File: src/rtl/pipe_stall_ctrl.sv
// Pipeline hazard/stall controller: turns per-stage stall requests into register
// enables and bubble injects, and sequences TLB-miss drain, redirect and handler wait.
module pipe_stall_ctrl #(
    parameter  int NUM_STAGES = 5,
    localparam int STG_W      = $clog2(NUM_STAGES)
) (
    input  logic                    clk,
    input  logic                    reset,
    input  logic [NUM_STAGES-1:0]   stall_req,
    input  logic [NUM_STAGES-2:0]   miss_req,
    input  logic                    handler_done,
    output logic                    pc_en,
    output logic [NUM_STAGES-2:0]   en,
    output logic [NUM_STAGES-2:0]   bubble,
    output logic                    redirect,
    output logic [STG_W-1:0]        cause_stage,
    output logic                    busy,
    output logic                    double_fault
);

    localparam int NR = NUM_STAGES - 1;

    typedef enum logic [1:0] {
        ST_IDLE,
        ST_DRAIN,
        ST_REDIRECT,
        ST_HANDLER
    } state_t;

    state_t            state_q, state_d;
    logic [STG_W-1:0]  cause_q, cause_d;
    logic [STG_W-1:0]  cnt_q, cnt_d;
    logic              dfault_q, dfault_d;

    logic [NUM_STAGES-1:0] eff_stall;
    logic [NUM_STAGES-1:0] drain_keep;
    logic [NR-1:0]         drain_squash;
    logic [STG_W-1:0]      miss_hi;

    // Oldest stalled stage s: registers below s hold, register s takes a NOP,
    // registers above s advance. Result is {pc_en, en, bubble}.
    function automatic logic [2*NR:0] resolve(input logic [NUM_STAGES-1:0] v);
        logic          has;
        int            s;
        logic [NR-1:0] e;
        logic [NR-1:0] b;
        has = 1'b0;
        s   = 0;
        for (int j = 0; j < NUM_STAGES; j++) begin
            if (v[j]) begin
                has = 1'b1;
                s   = j;
            end
        end
        for (int i = 0; i < NR; i++) begin
            e[i] = !has || (i >= s);
            b[i] = has && (i == s);
        end
        return {!has, e, b};
    endfunction

    always_comb begin
        miss_hi = '0;
        for (int j = 0; j < NR; j++) begin
            if (miss_req[j]) miss_hi = STG_W'(j);
        end
        for (int j = 0; j < NUM_STAGES; j++) begin
            drain_keep[j] = (j > int'(cause_q));
        end
        for (int j = 0; j < NR; j++) begin
            drain_squash[j] = (j <= int'(cause_q));
        end
    end

    always_comb begin
        state_d  = state_q;
        cause_d  = cause_q;
        cnt_d    = cnt_q;
        dfault_d = dfault_q;

        // A miss acts as a stall at its own stage; the oldest of stall and miss wins.
        eff_stall = stall_req | {1'b0, miss_req};
        if (state_q == ST_DRAIN) eff_stall = stall_req & drain_keep;
        {pc_en, en, bubble} = resolve(eff_stall);

        unique case (state_q)
            ST_IDLE: begin
                if (|miss_req) begin
                    state_d = ST_DRAIN;
                    cause_d = miss_hi;
                    cnt_d   = STG_W'(NUM_STAGES - 2) - miss_hi;
                end
            end
            ST_DRAIN: begin
                pc_en  = 1'b0;
                bubble = bubble | drain_squash;
                // Count instructions older than the miss leaving the last register.
                if (en[NR-1]) begin
                    if (cnt_q == '0) state_d = ST_REDIRECT;
                    else             cnt_d   = cnt_q - STG_W'(1);
                end
            end
            ST_REDIRECT: begin
                pc_en   = 1'b1;
                en      = '1;
                bubble  = '1;
                state_d = ST_HANDLER;
            end
            ST_HANDLER: begin
                if (|miss_req)   dfault_d = 1'b1;
                if (handler_done) state_d = ST_IDLE;
            end
        endcase

        if (!reset) begin
            pc_en  = 1'b1;
            en     = '1;
            bubble = '1;
        end
    end

    always_ff @(posedge clk) begin
        if (!reset) begin
            state_q  <= ST_IDLE;
            cause_q  <= '0;
            cnt_q    <= '0;
            dfault_q <= 1'b0;
        end else begin
            state_q  <= state_d;
            cause_q  <= cause_d;
            cnt_q    <= cnt_d;
            dfault_q <= dfault_d;
        end
    end

    assign redirect     = (state_q == ST_REDIRECT);
    assign busy         = (state_q != ST_IDLE);
    assign cause_stage  = cause_q;
    assign double_fault = dfault_q;

endmodule

File: config.mk
export PLATFORM = sky130hd
export DESIGN_NAME = pipe_stall_ctrl
export DESIGN_NICKNAME = d
export VERILOG_FILES = /design/src/rtl/pipe_stall_ctrl.sv
export SDC_FILE = /design/constraint.sdc
export NUM_CORES = 1
export LEC_CHECK = 0
export ABC_CLOCK_PERIOD_IN_PS = 1850
export CORE_MARGIN = 5
export CORE_UTILIZATION = 43
export DETAILED_ROUTE_END_ITERATION = 8
export PLACE_DENSITY = 0.78
export RECOVER_POWER = 100
export SYNTH_ARGS = -nofsm -noshare
export SYNTH_HDL_FRONTEND = slang
export SYNTH_SLANG_ARGS = --single-unit
File: constraint.sdc
create_clock -name clk -period 1.85 [get_ports clk]
set_input_delay 0.2775 -clock clk [delete_from_list [all_inputs] [get_ports clk]]
set_output_delay 0.2775 -clock clk [all_outputs]
set_load 0.02 [all_outputs]
Word-level counts from Yosys, hierarchy flattened --
Index checks and enable logic that the tools add are counted.
Storage, ports and cells: output and inout port bits 15, register bits 9
Cells by class: multiplexer cells 28, reduce and logical (&&, ||, !) cells 19, bitwise operators 3, add/sub/neg operators 2, eq/ne operators 11, magnitude comparators 11
Operators by type and width (number):
- 2-to-1 mux 32 bit | 3
- equality test 3 x 32 -> 1 bit (first input constant) | 2
- greater-or-equal comparator 3 x 32 -> 1 bit (first input constant) | 2
- equality test 2 x 32 -> 1 bit (first input constant) | 1
- greater-or-equal comparator 1 x 32 -> 1 bit (first input constant) | 1
- greater-or-equal comparator 2 x 32 -> 1 bit (first input constant) | 1
- logical NOT 32 bit | 1
- 2-to-1 mux 3 bit | 5
- 2-to-1 mux 4 bit | 3
- 2-to-1 mux 1 bit | 8
- 2-to-1 mux 2 bit | 4
- one-hot mux 2 bit (4 select lines) | 1
- one-hot mux 4 bit (2 select lines) | 1
- AND reduction 4 bit | 2
- greater-than comparator 2 x 3 -> 1 bit (first input constant) | 2
- <= comparator 2 x 3 -> 1 bit (first input constant) | 2
- != test 2 bit (second input constant) | 3
- one-hot mux 3 bit (2 select lines) | 1
- AND 5 bit | 1
- 2-to-1 mux 5 bit | 1
- bitwise OR 5 x 4 -> 5 bit | 1
- equality test 2 bit (second input constant) | 2
- logical AND 1 bit | 4
- logical OR 1 bit | 4
- 15 further kinds | 18

Logic depth before layout (Yosys ltp) --
Gate-level depths: netlist of run 1.
depth in word-level cells 12, mapped depth 7, gate-level depth less buffers 6

Least setup slack after synthesis of run 1 --
No wires, ideal clock.
kind reg2out, start point register state_q[1], end point output bubble[0], data required time 1.572 ns, arrival time 1.745 ns, stages on the path, launching flop included 7, slack -0.173 ns, cells stage by stage dfxtp_1 -> inv_1 -> ha_1 -> buf_2 -> o2bb2ai_2 -> or3_4 -> o311ai_1
On the way: word-level cells in the longest chain between the ends 11, elaborated cells between the ends (all ways) 17, classes of those cells eq/ne (2); mux (12); bitwise (1); reduce/logical (2)
Ends and longest elaborated chain:
- from (decl) | line 30 | state_t state_q, state_d;
- from (signal assigned) | line 129 | state_q <= state_d;
- equality test 2 x 1 -> 1 bit | line 83, 86
- 2-to-1 mux 5 bit | line 83 | if (state_q == ST_DRAIN) eff_stall = stall_req & drain_keep;
- 2-to-1 mux 1 bit | line 50 | if (v[j]) begin
- 2-to-1 mux 32 bit or 2-to-1 mux 1 bit (tied branches) (3 in a row) | line 50
- logical NOT 32 bit or 2-to-1 mux 1 bit (tied branches) | line 57, 50
- logical AND 1 bit | line 57 | b[i] = has && (i == s);
- bitwise OR 4 bit | line 96 | bubble = bubble | drain_squash;
- one-hot mux 4 bit (2 select lines) (*) | line 86 | unique case (state_q)
- 2-to-1 mux 4 bit (*) | line 115 | if (!reset) begin
- to (decl) | line 14 | output logic [NUM_STAGES-2:0] bubble,
Every way passes the cells marked *; elsewhere a longest branch is shown, timed or not.

Worst setup path after layout of run 1 --
start point register state_q[1], end point output pc_en
On the way: word-level cells in the longest chain between the ends 10, elaborated cells between the ends (all ways) 11, classes of those cells eq/ne (2); mux (8); reduce/logical (1)
Ends and longest elaborated chain:
- equality test 2 x 1 -> 1 bit | line 83, 86
- 2-to-1 mux 5 bit | line 83
- 2-to-1 mux 1 bit (5 in a row) | line 50
- logical NOT 1 bit | line 59 | return {!has, e, b};
- one-hot mux 1 bit (2 select lines) (*) | line 86
- 2-to-1 mux 1 bit (*) | line 115
- to (decl) | line 12 | output logic pc_en,
Marked as above.

==> flow_summary.toml, run 1 <==
[worst_setup_path]
cp_max_fo = 5
worstRegToRegCells = 5
crit_type = "reg2out"
cp_data_required_time_ns = 1.57
critPathLaunchType = "flop"
end_kind = "output pin"
worstReg2RegStart = "cnt_q[0]$_SDFFE_PN0P_"
crit_arrival_ns = 1.71
rrSetupSlack_ns = 0.18
worstReg2RegEnd = "state_q[0]$_SDFFE_PN0P_"

[floorplanning]
rows = 14
core_um2 = 1560
die_w_um = 51.2
start_util = 0.468
die-area_um2 = 2620
die_y_um = 51.2
ios = 27

[final_layout]
post-route-util = 0.823
layout.nets = 169
area_growth_syn_to_layout_pct = 76.0
layout_commonest_cell = "buf_4"
diodes = 0
fill_cells = 99
drive_above_1_share = 0.403
final_cell_mix = "24 x buf_4, 9 x nand2_1, 8 x nor2_1"
final_cell_area_um2 = 1280

[clocking]
htreeDepth = 1
cts_inserted_buffers = 3
clock_path_buffers = 2
clkTransAtPathRegs_ns = 0.05
insertion_delay_ns = 0.25
cts.sinks = 8
cts_tree = "done"
root_buffer = "clkbuf_4"

[detailed_routing]
drt_iter0_drc = 16
drc = 0
wl_mm = 2.60
vias = 955
drtPass1Iterations = 4
viasPerCell = 5.79
wl_per_cell_um = 15.8
ant_nets = 0

[min_path]
hold_path.class = "reg2reg"
min-delay-start = "cnt_q[2]$_SDFFE_PN0P_"
whs_path_depth = 2
hold_end = "cnt_q[2]$_SDFFE_PN0P_"

[global_route]
grt_max_degree = 16
grt_first_pass_wirelength_mm = 4.14
antenna_found_initial = 0
grt-ovfl-total = 0
track_usage = 0.212
grt_pass1_vias = 938

[sta]
rsz0062_at_grt = "true"
report.final.slew_viol_count = 0
period_share = 1.07
finClkSkew_ns = 0.00613
max_freq_ghz = 0.504
period_needed_ns = 1.98
holdWs_ns = 0.513
hold_viol = 0
setup_violations = 6
layout_setup_ws_ns = -0.133

[yosys]
syn_nets = 117
async_flop_share = 0
syn_inst = 99
synth_seq_area_share = 0.220
synth_area_um2 = 729
ys_types = 36
synth_ff_type = "dfxtp_1"
synth.avg_cell_area_um2 = 7.37
synth_edf_count = 0
yosys_register_bits = 8
synth_warnings = 0

[place]
gp_congestion = 0.849
place_area_um2 = 1140
dpl.hpwl_mm = 2.00
port_buffers = 25

[job]
max-cap-violations = 0

[pwr]
p_leak_nw = 0.566
ir_worst_vdd_mv = 0.942
power_density_nw_per_um2 = 1420
finalPower_w = 0.00182

[run_status]
violations = "setup timing"
status = "finished, violations left"
[worst max-delay path: stages, from the launching register on]
cell and delay (ns):
dfxtp_2 0.32, inv_2 0.07, ha_4 0.16, o2bb2ai_2 0.07, or3_4 0.42, o311ai_2 0.23
buf_4 0.19
[stage by stage]
stage | cells | worst slack [ns] | TNS [ns]
floorplan | 99 | -0.173 | -0.518
global placement | 158 | -0.689 | -4.36
detailed placement | 158 | -0.748 | -4.67
CTS | 162 | -0.165 | -0.686
global route | 165 | -0.203 | -1.04
finish | 165 | -0.133 | -0.481
[synth_stat cells, types with 2 or more instances]
cell | count | area share
a311oi_1 | 2 | 0.024
dfxtp_1 | 8 | 0.22
o21ai_1 | 2 | 0.014
inv_1 | 9 | 0.046
a31o_2 | 2 | 0.024
nand3_1 | 3 | 0.021
a31oi_1 | 2 | 0.017
ha_1 | 6 | 0.10
nor2_1 | 10 | 0.051
nand2_1 | 9 | 0.046
o21bai_1 | 2 | 0.021
o311ai_1 | 3 | 0.036
nor2b_1 | 4 | 0.034
o21ai_0 | 3 | 0.021
a21oi_1 | 7 | 0.048
buf_2 | 2 | 0.014
nor3_1 | 5 | 0.034
nand2b_1 | 2 | 0.017
[power breakdown]
part | total, W | leakage (nW) | internal, W | switching [W]
logic | 0.00140 | 0.485 | 0.000655 | 0.000745
registers | 0.000286 | 0.0671 | 0.000241 | 0.0000453
clock network | 0.000133 | 0.0138 | 0.0000742 | 0.0000584
[worst max-delay path by stage]
stage,startpoint,end
2_1_floorplan,state_q[1]$_SDFFE_PN0P_,bubble[0]
3_3_place_gp,stall_req[3],bubble[0]
3_5_place_dp,stall_req[3],bubble[1]
4_1_cts,state_q[1]$_SDFFE_PN0P_,bubble[0]
5_1_grt,state_q[1]$_SDFFE_PN0P_,pc_en
6_report,state_q[1]$_SDFFE_PN0P_,pc_en
[per-layer routing]
layer  vias to the layer above  wire (um)  GRT usage
met1                       434        990      0.210
li1                        463          -          -
met2                        48       1330      0.410
met4                         0        100      0.112
met5                         -          0          0
met3                        10        180     0.0407
[repair_timing]
item	CTS	global route
hold buffers	0	0
pin swaps	8	6
cloned	0	0
resized for setup	67	18
endpoints found under the setup margin	11	10
endpoints found under the hold margin	0	0
setup buffers	1	3
[state kept, by name (all words and copies together), names as in the netlist]
signal,count
state_q,2
cnt_q,3
cause_stage,2
double_fault,1
[cell type report]
type                       count  area, um^2  share of cell area
timing repair buffer          50         422               0.328
tap                           16        20.0              0.0156
sequential                     8         165               0.129
inverter                      10        40.0              0.0312
clock buffer                   3        22.5              0.0175
multi-input combinational     78         614               0.479
[cells by family (layout without fill, tap and decap cells)]
family | count (synthesis) | count (layout) | share of synthesized area
AND/OR/NAND/NOR | 39 | 39 | 0.273
AO/OA/AOI/OAI | 31 | 31 | 0.310
buffers and inverters | 13 | 63 | 0.0755
flip-flops | 8 | 8 | 0.220
adder cells (fa/ha/maj) | 6 | 6 | 0.103
other | 1 | 1 | 0.00514
multiplexers | 1 | 1 | 0.0137
(Power assumes the default switching activity.)
==> inputs of run 2 (changes only) <==
- GPL_TIMING_DRIVEN: default -> 0
==> flow_summary.toml, run 2 (synthesis gave the netlist of run 1 again) <==
[clocking]
root_buffer = "clkbuf_4"
cts_tree = "done"
htreeDepth = 1
clock_path_buffers = 2
cts-hold-fix-buffers = 0
cts_inserted_buffers = 3
clkTransAtPathRegs_ns = 0.05
cts.sinks = 8
insertion_delay_ns = 0.25

[final_layout]
largest_register_ffs = 3
area_growth_syn_to_layout_pct = 59.5
drive_above_1_share = 0.336
final_cell_mix = "12 x buf_4, 10 x clkdlybuf4s50_1, 9 x nand2_1"
largest-register = "cnt_q"
layout.nets = 154
diodes = 0
layout_commonest_cell = "buf_4"
post-route-util = 0.746

[sta]
period_share = 1.10
max_slew_margin = 0.634
rsz0062_at_grt = "true"
finClkSkew_ns = 0.00553
report.final.slew_viol_count = 0
tightest_slew_ns = 0.544
layout_setup_ws_ns = -0.190
hold_viol = 0
period_needed_ns = 2.04
max_freq_ghz = 0.490
setup_violations = 6

[detailed_routing]
ant_nets = 0
drt_iter0_drc = 10
wl_mm = 2.29
vias = 876
drc = 0
viasPerCell = 5.84
wl_per_cell_um = 15.3
drtPass1Iterations = 4

[run_status]
violations = "setup timing"
status = "finished, violations left"

[global_route]
grt_pass1_vias = 821
track_usage = 0.186
grt_first_pass_wirelength_mm = 3.70
grt-ovfl-total = 0
grt_max_degree = 10
antenna_found_initial = 0

[floorplanning]
rows = 14
core_um2 = 1560
die_y_um = 51.2
ios = 27
die_w_um = 51.2
start_util = 0.468
die-area_um2 = 2620

[worst_setup_path]
crit_arrival_ns = 1.76
cp_max_fo = 6
critPathLaunchType = "flop"
cp_data_required_time_ns = 1.57
end_kind = "output pin"
crit_type = "reg2out"

[pwr]
power_density_nw_per_um2 = 1410
finalPower_w = 0.00164
p_leak_nw = 0.488
ir_worst_vdd_mv = 0.942

[place]
dpl.hpwl_mm = 1.59
gp_congestion = 0.823
port_buffers = 25
dp_slack_ns = -0.883

[min_path]
hold_path.class = "reg2reg"

[job]
max-cap-violations = 0
-- run 2: area by class of cell --
cell class	instances	area, um^2
sequential	8	170
buffer	2	18.8
clock buffer	3	22.5
timing repair buffer	33	288
tap	16	20.0
multi-input combinational	78	604
fill	126	395
inverter	10	40.0
-- run 2: metal layers --
| metal | global-route usage | up-vias | part of all wire |
|---|---|---|---|
| li1 | - | 431 | - |
| met5 | 0 | - | 0 |
| met3 | 0.0349 | 5 | 0.073 |
| met2 | 0.328 | 35 | 0.51 |
| met4 | 0.108 | 0 | 0.022 |
| met1 | 0.207 | 405 | 0.40 |
-- run 2: stage by stage --
step	TNS, ns	instances	hold slack [ns]	area [um^2]
final	-0.579	150	0.502	1160
after detailed placement	-5.74	140	0.479	1000
after CTS	-0.825	150	0.491	1110
after floorplan	-0.518	99	0.418	729
after global routing	-0.989	150	0.548	1160
after global placement	-5.39	140	0.451	1000
-- run 2: power breakdown --
part	internal (W)	total, W	switching [W]
sequential	0.000248	0.000316	0.0000681
combinational	0.000560	0.00120	0.000638
clock	0.0000739	0.000129	0.0000549
total	0.000881	0.00164	0.000761
-- run 2: worst max-delay path, stage by stage (launching register included) --
cell and delay, ns:
dfxtp_2 0.33, inv_4 0.06, ha_4 0.17, o2bb2ai_4 0.06
or3_4 0.40, o311ai_1 0.27, buf_2 0.21
-- run 2: path summary, 6_finish.rpt --
check	cells past startpoint	slack (ns)	startpoint	to
setup reg to reg	8	0.23	state_q[1]$_SDFFE_PN0P_	state_q[0]$_SDFFE_PN0P_
hold reg to reg	2	0.50	double_fault$_SDFFE_PN0P_	double_fault$_SDFFE_PN0P_
hold / removal	2	0.50	double_fault$_SDFFE_PN0P_	double_fault$_SDFFE_PN0P_
setup / recovery	6	-0.19	state_q[1]$_SDFFE_PN0P_	bubble[0]
-- run 2: what timing repair did --
item | CTS | global route
setup endpoints to repair | 11 | 8
pin swaps | 7 | 6
cloned | 0 | 0
gates resized for setup | 67 | 14
setup buffers | 7 | 1
==> inputs of run 3 (changes only) <==
- CAP_MARGIN: default -> 20
==> results of run 3 <==
The final DEF is identical to that of run 2; final timing and power are the same.
